[src/rtl/map_sprite_writer.sv]
// Tile map writer for N sprites: round-robin grant, then read-modify-write
// of the old cell (restore under tile) and the new cell (stamp sprite code).
module map_sprite_writer #(
    parameter int NUM_SPRITES = 3,
    parameter int COLS = 40,
    parameter int ROWS = 30,
    parameter int TILE_W = 4,
    parameter int RD_LAT = 2,
    parameter logic [TILE_W-1:0] EMPTY_CODE = '0,
    parameter logic [NUM_SPRITES-1:0] EATER_MASK = NUM_SPRITES'(1),
    parameter int XW = $clog2(COLS),
    parameter int YW = $clog2(ROWS),
    parameter int WW = COLS * TILE_W
) (
    input  logic                          CLOCK_50,
    input  logic                          reset_n,
    input  logic [NUM_SPRITES-1:0]        req,
    input  logic [NUM_SPRITES*XW-1:0]     curr_x,
    input  logic [NUM_SPRITES*YW-1:0]     curr_y,
    input  logic [NUM_SPRITES*XW-1:0]     next_x,
    input  logic [NUM_SPRITES*YW-1:0]     next_y,
    input  logic [NUM_SPRITES*TILE_W-1:0] sprite_code,
    output logic [NUM_SPRITES-1:0]        done,
    output logic                          err,
    output logic                          busy,
    output logic [YW-1:0]                 ram_addr,
    output logic [WW-1:0]                 ram_wrdata,
    output logic                          ram_wren,
    input  logic [WW-1:0]                 ram_rddata
);

    localparam int GW = (NUM_SPRITES > 1) ? $clog2(NUM_SPRITES) : 1;
    localparam int CW = (RD_LAT > 1) ? $clog2(RD_LAT) : 1;
    localparam int PW = $clog2(WW);
    localparam logic [CW-1:0] CNT_LAST = CW'(RD_LAT - 1);
    localparam logic [WW-1:0] TMASK = WW'({TILE_W{1'b1}});

    typedef enum logic [2:0] {
        IDLE, RD_CURR, WR_CURR, RD_NEXT, WR_NEXT, DONE
    } state_t;

    state_t              state;
    logic [CW-1:0]       cnt;
    logic [GW-1:0]       rr;
    logic [GW-1:0]       g;
    logic [XW-1:0]       cx, nx;
    logic [YW-1:0]       cy, ny;
    logic [TILE_W-1:0]   code_l;
    logic                same_l;
    logic [TILE_W-1:0]   under [NUM_SPRITES];

    logic                gnt_found;
    logic [GW-1:0]       gnt_idx;
    logic [GW-1:0]       cand;
    logic [XW-1:0]       g_cx, g_nx;
    logic [YW-1:0]       g_cy, g_ny;
    logic [TILE_W-1:0]   g_code;
    logic                g_bad, g_same;
    logic [PW-1:0]       csh, nsh, wsh;
    logic [TILE_W-1:0]   old_t, new_under, wtile;

    // Search starts just after the last winner so every requester gets a turn
    always_comb begin
        int i;
        gnt_found = 1'b0;
        gnt_idx = '0;
        cand = '0;
        for (int k = 1; k <= NUM_SPRITES; k++) begin
            i = int'(rr) + k;
            if (i >= NUM_SPRITES) i = i - NUM_SPRITES;
            cand = GW'(i);
            if (!gnt_found && req[cand]) begin
                gnt_found = 1'b1;
                gnt_idx = cand;
            end
        end
    end

    assign g_cx = XW'(curr_x >> (XW * int'(gnt_idx)));
    assign g_cy = YW'(curr_y >> (YW * int'(gnt_idx)));
    assign g_nx = XW'(next_x >> (XW * int'(gnt_idx)));
    assign g_ny = YW'(next_y >> (YW * int'(gnt_idx)));
    assign g_code = TILE_W'(sprite_code >> (TILE_W * int'(gnt_idx)));
    assign g_bad = (int'(g_cx) >= COLS) || (int'(g_nx) >= COLS) ||
                   (int'(g_cy) >= ROWS) || (int'(g_ny) >= ROWS);
    assign g_same = (g_cx == g_nx) && (g_cy == g_ny);

    // Column 0 sits at the MSB end of the row word
    assign csh = PW'(TILE_W * (COLS - 1 - int'(cx)));
    assign nsh = PW'(TILE_W * (COLS - 1 - int'(nx)));
    assign old_t = TILE_W'(ram_rddata >> nsh);

    always_comb begin
        new_under = old_t;
        if (EATER_MASK[g]) new_under = EMPTY_CODE;
        for (int j = 0; j < NUM_SPRITES; j++) begin
            if (old_t == sprite_code[j*TILE_W +: TILE_W])
                new_under = EMPTY_CODE;
        end
    end

    always_comb begin
        wsh = nsh;
        wtile = code_l;
        if (state == WR_CURR) begin
            wsh = csh;
            wtile = under[g];
        end
        ram_wrdata = '0;
        if (state == WR_CURR || state == WR_NEXT)
            ram_wrdata = (ram_rddata & ~(TMASK << wsh)) |
                         (WW'(wtile) << wsh);
    end

    always_ff @(posedge CLOCK_50 or negedge reset_n) begin
        if (!reset_n) begin
            state <= IDLE;
            cnt <= '0;
            rr <= GW'(NUM_SPRITES - 1);
            g <= '0;
            cx <= '0;
            cy <= '0;
            nx <= '0;
            ny <= '0;
            code_l <= '0;
            same_l <= 1'b0;
            done <= '0;
            err <= 1'b0;
            busy <= 1'b0;
            ram_wren <= 1'b0;
            ram_addr <= '0;
            for (int i = 0; i < NUM_SPRITES; i++) under[i] <= EMPTY_CODE;
        end else begin
            done <= '0;
            err <= 1'b0;
            ram_wren <= 1'b0;
            unique case (state)
                IDLE: begin
                    if (gnt_found) begin
                        g <= gnt_idx;
                        rr <= gnt_idx;
                        cx <= g_cx;
                        cy <= g_cy;
                        nx <= g_nx;
                        ny <= g_ny;
                        code_l <= g_code;
                        same_l <= g_same;
                        busy <= 1'b1;
                        cnt <= '0;
                        if (g_bad) begin
                            state <= DONE;
                            done <= NUM_SPRITES'(1) << gnt_idx;
                            err <= 1'b1;
                        end else if (g_same) begin
                            state <= RD_NEXT;
                            ram_addr <= g_ny;
                        end else begin
                            state <= RD_CURR;
                            ram_addr <= g_cy;
                        end
                    end
                end
                RD_CURR: begin
                    if (cnt == CNT_LAST) begin
                        cnt <= '0;
                        state <= WR_CURR;
                        ram_wren <= 1'b1;
                    end else begin
                        cnt <= cnt + 1'b1;
                    end
                end
                WR_CURR: begin
                    state <= RD_NEXT;
                    ram_addr <= ny;
                end
                RD_NEXT: begin
                    if (cnt == CNT_LAST) begin
                        cnt <= '0;
                        state <= WR_NEXT;
                        ram_wren <= 1'b1;
                    end else begin
                        cnt <= cnt + 1'b1;
                    end
                end
                WR_NEXT: begin
                    if (!same_l) under[g] <= new_under;
                    state <= DONE;
                    done <= NUM_SPRITES'(1) << g;
                end
                DONE: begin
                    state <= IDLE;
                    busy <= 1'b0;
                end
                default: state <= IDLE;
            endcase
        end
    end

endmodule

[config.mk]
export PLATFORM = sky130hd
export DESIGN_NAME = map_sprite_writer
export DESIGN_NICKNAME = d
export VERILOG_FILES = /design/src/rtl/map_sprite_writer.sv
export SDC_FILE = /design/constraint.sdc
export NUM_CORES = 1
export LEC_CHECK = 0
export BUFFER_PORTS_ARGS = -buffer_cell sky130_fd_sc_hd__buf_4
export CORE_UTILIZATION = 30
export CTS_CLUSTER_DIAMETER = 50
export DETAILED_ROUTE_END_ITERATION = 10
export PLACE_DENSITY = 0.59
export SYNTH_ARGS = -nofsm -noshare
export SYNTH_HDL_FRONTEND = slang
export SYNTH_SLANG_ARGS = --single-unit
[constraint.sdc]
create_clock -name CLOCK_50 -period 5.15 [get_ports CLOCK_50]
set_input_delay 1.545 -clock CLOCK_50 [delete_from_list [all_inputs] [get_ports CLOCK_50]]
set_output_delay 1.545 -clock CLOCK_50 [all_outputs]
set_load 0.005 [all_outputs]
# ---- After elaboration in Yosys (flattened, before gate mapping)
# Cells that the tools add are included.
dict set report word_totals {
  regBits 53
  inputBits 243
  out_inout_bits 171
  word_cells 144
}
dict set report classes {
  addsub 9
  multipliers 2
  magnitude_cmp 13
  eq_ne 14
  n_shift 10
  mux 53
  bitwise 5
  reduce_logical 21
}
# op count
set ops {}
lappend ops {{$and A160 B160 Y160} 1}
lappend ops {{$mux W160} 1}
lappend ops {{$not A160 Y160} 1}
lappend ops {{$or A160 B160 Y160} 1}
lappend ops {{$shl A4 B8 Y160} 1}
lappend ops {{$shl A4 B8 Y160 const A} 1}
lappend ops {{$shr A160 B8 Y4} 1}
lappend ops {{$mux W4} 8}
lappend ops {{$shr A15 B32 Y5} 1}
lappend ops {{$shr A18 B32 Y6} 1}
lappend ops {{$mux W3} 6}
lappend ops {{$shr A18 B5 Y6} 1}
lappend ops {{$mux W1} 15}
lappend ops {{$mux W5} 3}
lappend ops {{$pmux W3 S5} 1}
lappend ops {{$shr A15 B5 Y5} 1}
lappend ops {{$mux W2} 7}
lappend ops {{$bwmux W12} 1}
lappend ops {{$eq A4 B4 Y1} 3}
lappend ops {{$ge A6 B6 Y1 const B} 2}
lappend ops {{$lt A2 B3 Y1 const B} 4}
lappend ops {{$shr A12 B4 Y4} 1}
lappend ops {{$sub A6 B6 Y6 const A} 2}
lappend ops {{$ge A5 B5 Y1 const B} 2}
lappend ops {{33 further kinds} 61}

# ---- Depth between registers and ports, before layout
# Gate-level depths: netlist (run 1).
dict set report depth {
  word_depth 21
  mapped_depth 15
  ltp_nobuf 11
}

# ---- Worst setup path before layout (run 1)
# Ideal clock, no wire load.
dict set report synth_timing {
  kind {register to output}
  startpoint {reg nx[3]}
  endpoint {out ram_wrdata[37]}
  arrival_time_ns 2.758
  t_required_ns 3.605
  setup_slack_ns 0.847
  stages_incl_launch_ff 12
  path_buffers 3
  cell_sequence {dfrtp_1 > inv_1 > buf_1 > ha_1 > xnor2_1 > a32o_1 > clkbuf_1 > a21boi_0 > nand2b_1 > clkbuf_1 > mux2i_1 > nor2_1}
}
dict set report synth_via {
  elab_chain_cells 7
  elab_cells_between_ends 8
  classes_between {add/sub (1); shift (2); mux (2); bitwise (3)}
}
# element line_no
set synth_lines {}
lappend synth_lines {{start: declaration} 46} ;# logic [XW-1:0] cx, nx;
lappend synth_lines {{start signal: assignment} 144} ;# nx <= g_nx;
lappend synth_lines {{$sub A6 B6 Y6 (*)} 90} ;# assign nsh = PW'(TILE_W * (COLS - 1 - int'(nx)));
lappend synth_lines {{$mux W8 (*)} 105} ;# if (state == WR_CURR) begin
lappend synth_lines {{$shl A4 B8 Y160} 111} ;# ram_wrdata = (ram_rddata & ~(TMASK << wsh)) |
lappend synth_lines {{$not A160 Y160} 111}
lappend synth_lines {{$and A160 B160 Y160} 111}
lappend synth_lines {{$or A160 B160 Y160 (*)} 111}
lappend synth_lines {{$mux W160 (*)} 110} ;# if (state == WR_CURR || state == WR_NEXT)
lappend synth_lines {{end: declaration} 27} ;# output logic [WW-1:0] ram_wrdata,
# Every way passes the cells marked *; elsewhere a longest branch is shown, timed or not.

# ---- Worst setup path in the final report (run 1)
dict set report layout_timing {
  startpoint {reg state[1]}
  endpoint {out ram_wrdata[66]}
}
dict set report layout_via {
  elab_chain_cells 7
  elab_cells_between_ends 11
  classes_between {eq/ne (2); shift (2); mux (3); bitwise (3); reduce/logical (1)}
}
# element line_no
set layout_lines {}
lappend layout_lines {{start: declaration} 42} ;# state_t state;
lappend layout_lines {{start signal: assignment} 117} ;# state <= IDLE;
lappend layout_lines {{start signal: assignment} 151} ;# state <= DONE;
lappend layout_lines {{start signal: assignment} 155} ;# state <= RD_NEXT;
lappend layout_lines {{$eq A3 B2 Y1} {105, 110}}
lappend layout_lines {{$mux W8} 105}
lappend layout_lines {{$shl A4 B8 Y160} 111}
lappend layout_lines {{$not A160 Y160} 111}
lappend layout_lines {{$and A160 B160 Y160} 111}
lappend layout_lines {{$or A160 B160 Y160} 111}
lappend layout_lines {{$mux W160 (*)} 110}
# Marks and branches as above.

==> impl_metrics.csv, run 1 <==
group,metric,value,unit
run_status,status,"finished, final reports clean",
critical_path,path_class,"flip-flop to output port",
pwr,p_leak,6.12,nW
global_route,grt_pass1_wl,62.8,mm
synth,synthMuxAreaShare,32.8,%
global_route,grt_pass1_vias,10200,
clocking,clockBufferDepth,2,
synth,yosysUniqueCellTypes,78,
pwr,vdd_ir_drop_max,0.265,mV
pwr,internal_power,3.18,mW
detailed_routing,drt_iter0_markers,852,
floorplanning,die_y,170,um
sta,fin_crit_sh,93.8,%
finish,fin_nets,1766,
clocking,numCtsBuffers,5,
hold_path,hp-class,"flip-flop to flip-flop",
floorplanning,io_pins,414,
global_route,grt_usage,28.7,%
clocking,clk_latency,0.29,ns
pwr,swShare,55.6,%
detailed_routing,final_antenna_net_count,0,
global_route,grtUsageMet3,4.91,%
placed_design,dpl_cell_area,0.0120,mm^2
sta,hold_viol,0,
synth,synth-compound-area-share,19.0,%
clocking,clock-root-buffer,"clkbuf_16",
synth,async_reset_ff_share,100,%
placed_design,gp_congestion,1.02,
pwr,switching_power,3.98,mW
critical_path,cp_data_required_time,3.61,ns
global_route,met2_usage,47.4,%
placed_design,hpwlAfterDp,35.7,mm
floorplanning,die_area,0.0290,mm^2
synth,yosys_warnings,0,
global_route,grt_max_degree,62,
floorplanning,start_util,30.6,%
clocking,htree_num_levels,2,
floorplanning,core-area,0.0279,mm^2
pwr,p_comb_share,83.8,%
detailed_routing,avgViaCountPerCell,5.60,
finish,antennaDiodeCount,0,
sta,fin_crit,4.83,ns
synth,synth_area,0.00851,mm^2
critical_path,crit_chain,"inv_1, nor3_2, and3_1, a21oi_1, buf_4, nor3_1, mux2i_1, nor2_1, buf_4",
clocking,ctsHoldBuffers,0,
floorplanning,placementRows,61,
critical_path,timing.critical_path.buf_inv,3,
sta,setup_viol,0,
critical_path,cp_common_cell,"buf_4",
synth,synthAdderAreaFrac,0.882,%
sta,fin_skew,0.00189,ns
global_route,overflow,0,
run,timing.max_cap.violations,0,
critical_path,slowest_stage,"nor3_1",
sta,setup_tns,0,ns
critical_path,critPathMaxStageDelay,0.75,ns
synth,synthXorXnorAreaFrac,2.57,%
global_route,grt_util_met1,38.5,%
detailed_routing,drc,0,
critical_path,critical_path.top_delay_family,"simple AND/OR/NAND/NOR gates",
synth,ys_seq_area_share,15.3,%
detailed_routing,post_drt_wl_per_cell,23.0,um
synth,synth.net_count,1401,
global_route,antenna_found_initial,0,
critical_path,cp.arrival,3.28,ns
sta,maxSlewHeadroom,23.7,%
synth,synth_area_per_cell,7.39,um^2
synth,ys_ff_latch,52,
sta,fmax,0.207,GHz
critical_path,start_kind,"flip-flop",
pwr,share_clk_of_total_power,4.9,%
sta,slew_violations,0,
detailed_routing,num_vias,10600,
critical_path,cp_max_fo,15,
synth,synth_top_family_by_area,"multiplexers",
clocking,clock_sinks,52,
critical_path,cp-end-kind,"output port",
clocking,cts_tree,"yes",
detailed_routing,routed_wl,43.5,mm
pwr,power.density,588,mW/mm^2
global_route,busiest_layer,"met2",
clocking,clk_pin_slew,0.07,ns
synth,ys.flop_type,"dfrtp_1",
synth,synth_edf_count,0,
finish,syn_to_final_growth,42.9,%
finish,post-route-cell-area,0.0122,mm^2
pwr,p_seq_share,11.3,%
synth,yosys.area_share.simple,22.5,%
detailed_routing,drtPass1Iterations,6,
sta,rsz0062_at_grt,"no",
finish,nFillCells,2918,
floorplanning,chipWidth,170,um
sta,worst_pin_slew,1.14,ns
clocking,post_cts_buffers,0,
placed_design,io_buffers,413,
finish,drive_above_1_share,34.1,%
clocking,cts_resized,0,
synth,synthesis.instances,1152,
per-layer routing:
layer / vias up / share of wire [%]
met2: 517 / 47
met4: 0 / 2.4
met1: 5179 / 43
met3: 62 / 7.6
met5: - / 0
li1: 4853 / -
registers in the layout (all words and copies together) (netlist names), 2 cells and up:
name / cells
under: 12
cx: 6
nx: 6
ny: 5
ram_addr: 5
code_l: 4
done: 3
state: 3
rr: 2
final cells by class:
cell class	instances	area (um^2)	area share (%)
timing repair buffer	456	3450	28.4
inverter	26	97.6	0.803
clock inverter	2	13.8	0.113
sequential	52	1310	10.7
multi-input combinational	976	6680	55.0
tap	378	473	3.89
clock buffer	6	139	1.14
worst min-delay path, delay by kind of cell (launching register included):
kind | cells | cell delay, ns
AO/OA/AOI/OAI | 1 | 0.06
AND/OR/NAND/NOR | 1 | 0.05
flip-flops | 1 | 0.34
power by group through the flow:
stage	registers (mW)	clock network, mW	logic [mW]
floorplan	0.679	0	3.78
global placement	0.808	0	5.90
detailed placement	0.814	0	5.91
CTS	0.807	0.358	5.94
global route	0.840	0.375	6.43
finish	0.806	0.350	5.99
path summary, 6_finish.rpt:
kind | start | endpoint | slack [ns] | cells past startpoint
worst max-delay path | state[1]$_DFFE_PN0P_ | ram_wrdata[66] | 0.32 | 9
worst min-delay path | code_l[0]$_DFFE_PN0P_ | code_l[0]$_DFFE_PN0P_ | 0.48 | 2
worst max register to register | rr[1]$_DFFE_PN1P_ | ram_addr[3]$_DFFE_PN0P_ | 1.10 | 11
worst min register to register | code_l[0]$_DFFE_PN0P_ | code_l[0]$_DFFE_PN0P_ | 0.48 | 2
max in group asynchronous | reset_n | nx[0]$_DFFE_PN0P_ | 3.34 | 1
min in group asynchronous | reset_n | done[0]$_DFF_PN0_ | 1.29 | 1
synthesized netlist by cell type, drive strengths merged, types with 4 or more instances:
master | instances | area share (%)
a31oi | 16 | 1.2
mux2 | 9 | 1.2
o31ai | 6 | 0.59
nor2b | 12 | 0.88
inv | 25 | 1.1
ha | 6 | 0.88
a21o | 6 | 0.53
clkbuf | 67 | 3.0
nor2 | 206 | 9.1
nor3 | 23 | 1.4
nand2 | 126 | 5.6
a21oi | 80 | 4.8
o22ai | 4 | 0.29
xnor2 | 10 | 1.0
buf | 30 | 2.7
nand4 | 10 | 0.74
xor2 | 15 | 1.5
a221oi | 7 | 0.72
nand3 | 19 | 1.3
o21ai | 91 | 5.4
nand3b | 4 | 0.44
nor4 | 6 | 0.44
mux2i | 207 | 24
and3 | 4 | 0.29
or3 | 5 | 0.37
dfrtp | 51 | 15
or2 | 4 | 0.29
a22oi | 16 | 1.4
mux4 | 26 | 7.2
o211ai | 8 | 0.71
nand2b | 10 | 0.74
per-stage QoR:
stage / hold slack (ns) / power, mW / std cells / utilization, % / worst slack [ns]
after CTS: 0.489 / 7.11 / 1896 / 43.7 / 0.388
after detailed placement: 0.472 / 6.73 / 1888 / 43.1 / 0.682
after global placement: 0.465 / 6.71 / 1888 / 43.1 / 0.754
final: 0.482 / 7.15 / 1896 / 43.7 / 0.322
after global routing: 0.514 / 7.65 / 1896 / 43.7 / 0.150
after floorplan: 0.450 / 4.46 / 1152 / - / 0.847
logic make-up after synthesis:
kind of cell | after synthesis
compound gates | 264
flops | 52
mux | 242
fa+ha+maj | 6
xor+xnor | 25
simple gates | 439
buf+inv | 124
placed cells by master (no fill, tap or decap), types with 9 or more instances in the layout:
cell	synthesis	final
a21oi_1	78	77
a22oi_1	16	16
a31oi_1	15	15
buf_4	4	454
dfrtp_1	51	50
inv_1	25	25
mux2i_1	207	207
mux4_2	18	18
nand2_1	126	126
nand2b_1	10	10
nand3_1	16	16
nand4_1	10	10
nor2_1	206	205
nor2b_1	12	12
nor3_1	22	22
o21ai_0	78	78
o21ai_1	13	9
xnor2_1	10	10
xor2_1	15	15
Note: power is estimated with default switching activity, not from simulation.
==> inputs of run 2 (changes only) <==
--- a/config.mk
+++ b/config.mk
@@ -5,11 +5,14 @@
 export SDC_FILE = /design/constraint.sdc
 export NUM_CORES = 1
 export LEC_CHECK = 0
+export ABC_AREA = 1
 export BUFFER_PORTS_ARGS = -buffer_cell sky130_fd_sc_hd__buf_4
 export CORE_UTILIZATION = 30
+export CTS_BUF_LIST = sky130_fd_sc_hd__clkbuf_4 sky130_fd_sc_hd__clkbuf_8
 export CTS_CLUSTER_DIAMETER = 50
 export DETAILED_ROUTE_END_ITERATION = 10
-export PLACE_DENSITY = 0.59
+export PLACE_DENSITY = 0.6
 export SYNTH_ARGS = -nofsm -noshare
 export SYNTH_HDL_FRONTEND = slang
 export SYNTH_SLANG_ARGS = --single-unit
+export TNS_END_PERCENT = 30
==> run 2 against run 1 <==
Effect of this change:
- combinational power up 28%
- critical endpoint is now ram_wrdata[93]
- highest routed layer unchanged
- via count up 14%
- flip-flop and latch count unchanged
- global-route usage up 2.5 points
- die area down 3.9%
==> impl_metrics.csv, run 2 <==
group,metric,value,unit
finish,drive_above_1_share,25.3,%
global_route,grt_pass1_wl,67.1,mm
critical_path,r2r_end,"done[0]$_DFF_PN0_",
critical_path,start_kind,"flip-flop",
pwr,p_leak,6.00,nW
pwr,vdd_ir_drop_max,0.434,mV
synth,synth.most_common_cell,"nand2_1",
clocking,clk_latency,0.31,ns
finish,top_regs,"under (12), cx (6), nx (6)",
finish,fin_nets,2170,
critical_path,r2r_cells,14,
detailed_routing,drc,0,
floorplanning,die_area,0.0279,mm^2
placed_design,io_buffers,413,
clocking,clock_sinks,52,
synth,synth_edf_count,0,
clocking,numCtsBuffers,5,
hold_path,min_to,"under[7]$_DFFE_PN0P_",
finish,layout_common_cells,"nand2_1 (479), buf_4 (429), nor2_1 (238)",
sta,rsz0062_at_grt,"no",
detailed_routing,routed_wl,45.1,mm
detailed_routing,avgViaCountPerCell,5.36,
critical_path,path_class,"flip-flop to output port",
detailed_routing,drtPass1Iterations,7,
sta,fmax,0.207,GHz
synth,synth_top_area_share,22.0,%
floorplanning,io_pins,414,
detailed_routing,post_drt_wl_per_cell,19.9,um
clocking,clockBufferDepth,2,
synth,async_reset_ff_share,100,%
clocking,clk_pin_slew,0.10,ns
synth,yosysTopAreaCell,"nand2_1",
global_route,overflow,0,
synth,synth.net_count,1821,
clocking,cts_tree,"yes",
sta,maxSlewHeadroom,21.6,%
placed_design,hpwlAfterDp,36.0,mm
synth,synth_area,0.00817,mm^2
finish,largest_reg_flops,12,
finish,seq_area,0.00130,mm^2
critical_path,reg2reg_setup_slack,1.09,ns
global_route,grt_pass1_vias,11300,
run_status,status,"finished, final reports clean",
global_route,antenna_found_initial,0,
sta,setup_tns,0,ns
detailed_routing,num_vias,12100,
floorplanning,start_util,30.4,%
critical_path,cp_data_required_time,3.61,ns
sta,worst_pin_slew,1.17,ns
sta,fin_crit,4.83,ns
finish,mostFrequentLayoutCell,"nand2_1",
synth,synth_area_per_cell,5.20,um^2
synth,synth.area.top_cells,"nand2_1 (22%), dfrtp_1 (16%), nor2_1 (11%)",
sta,setup_viol,0,
synth,yosysUniqueCellTypes,41,
finish,antennaDiodeCount,0,
finish,syn_to_final_growth,41.5,%
synth,yosys_warnings,0,
placed_design,gp_congestion,0.966,
finish,multiInputGateArea,0.00588,mm^2
finish,nFillCells,2987,
floorplanning,core-area,0.0269,mm^2
clocking,clock-root-buffer,"clkbuf_8",
placed_design,place_ws,0.631,ns
critical_path,rr_startpoint,"rr[0]$_DFFE_PN0P_",
hold_path,hold_depth,2,
critical_path,cp_max_fo,21,
sta,slew_violations,0,
global_route,grt_usage,31.1,%
synth,synthesis.instances,1572,
floorplanning,die_y,167,um
synth,ys_seq_area_share,15.9,%
floorplanning,placementRows,60,
hold_path,min-delay-start,"under[7]$_DFFE_PN0P_",
critical_path,cp-end-kind,"output port",
sta,fin_skew,0.00712,ns
detailed_routing,final_antenna_net_count,0,
finish,stdcell_count,2263,
sta,hold_viol,0,
global_route,grt_max_degree,88,
sta,fin_crit_sh,93.7,%
clocking,htree_num_levels,2,
detailed_routing,drt_iter0_markers,1354,
pwr,power.density,746,mW/mm^2
finish,finish.utilization,43.0,%
synth,ys.flop_type,"dfrtp_1",
sta,setup_ws,0.323,ns
hold_path,hp-class,"flip-flop to flip-flop",
finish,top_register,"under",
critical_path,startpoint,"rr[0]$_DFFE_PN0P_",
synth,ys_ff_latch,52,
critical_path,cp.arrival,3.28,ns
placed_design,placed_cells,2255,
run,timing.max_cap.violations,0,
floorplanning,chipWidth,167,um
synth,yosys-top-cells-count,"nand2_1 (479), nor2_1 (239), a21oi_1 (174)",
==> run 2: cell types whose count changed after synthesis, moves of 64 or more <==
cell,delta
nand2_1,+353
mux2i_1,-207
inv_1,+127
a21oi_1,+96
o21ai_0,+81
nand3_1,+64
==> run 2: critical path, cell delays in order, from the launching register on <==
cell,delay (ns)
dfrtp_1,0.54
inv_1,0.20
nor2_1,0.36
a22oi_1,0.11
a21boi_0,0.25
buf_4,0.18
inv_1,0.42
nor2_1,0.50
nand2_1,0.09
a21oi_1,0.17
buf_4,0.14
==> run 2: per-layer routing <==
metal | track usage (%) | part of all wire (%) | vias up
met4 | 16.0 | 5.6 | 0
met5 | 0 | 0 | -
met3 | 4.21 | 7.9 | 121
li1 | - | - | 5807
met2 | 52.3 | 46 | 686
met1 | 38.8 | 40 | 5512
==> run 2: metrics by stage <==
stage	power [mW]	hold slack [ns]	cell area [um^2]
floorplan	5.63	0.448	8170
global placement	8.24	0.465	11500
detailed placement	8.28	0.469	11500
CTS	8.56	0.492	11600
global route	9.46	0.513	11600
finish	8.63	0.493	11600
==> run 2: power breakdown <==
part / switching, mW / leakage, nW / internal [mW]
Sequential: 0.144 / 0.642 / 0.595
Clock: 0.140 / 0.0479 / 0.115
Combinational: 5.26 / 5.31 / 2.37
==> run 2: worst max-delay path by stage <==
stage | end | slack [ns] | depth (start not counted)
6_report | ram_wrdata[93] | 0.32 | 10
5_1_grt | ram_wrdata[93] | 0.1 | 10
4_1_cts | ram_wrdata[22] | 0.27 | 11
3_5_place_dp | ram_wrdata[22] | 0.63 | 11
3_3_place_gp | ram_wrdata[89] | 0.73 | 10
2_1_floorplan | ram_wrdata[108] | 1.23 | 13
==> run 2: logic make-up after synthesis <==
group	Yosys count	synth area share, %
AOI/OAI and AO/OA	419	28.4
xor gates and xnor gates	4	0.429
adders and majority gates	6	0.918
buffers and inverters	248	12.2
DFF	52	15.9
and+or+nand+nor	843	42.1
==> run 2: layout make-up <==
class,instances,area share (%)
multi-input combinational,1272,50.8
timing repair buffer,431,28.2
sequential,52,11.3
inverter,159,5.21
tap,341,3.69
clock buffer,7,0.779
clock inverter,1,0.0649
==> run 2: what timing repair did <==
action / in CTS / in global routing
endpoints found under the setup margin: 0 / 17
setup buffers: 0 / 0
gates resized for setup: 0 / 2
hold buffers: 0 / 0
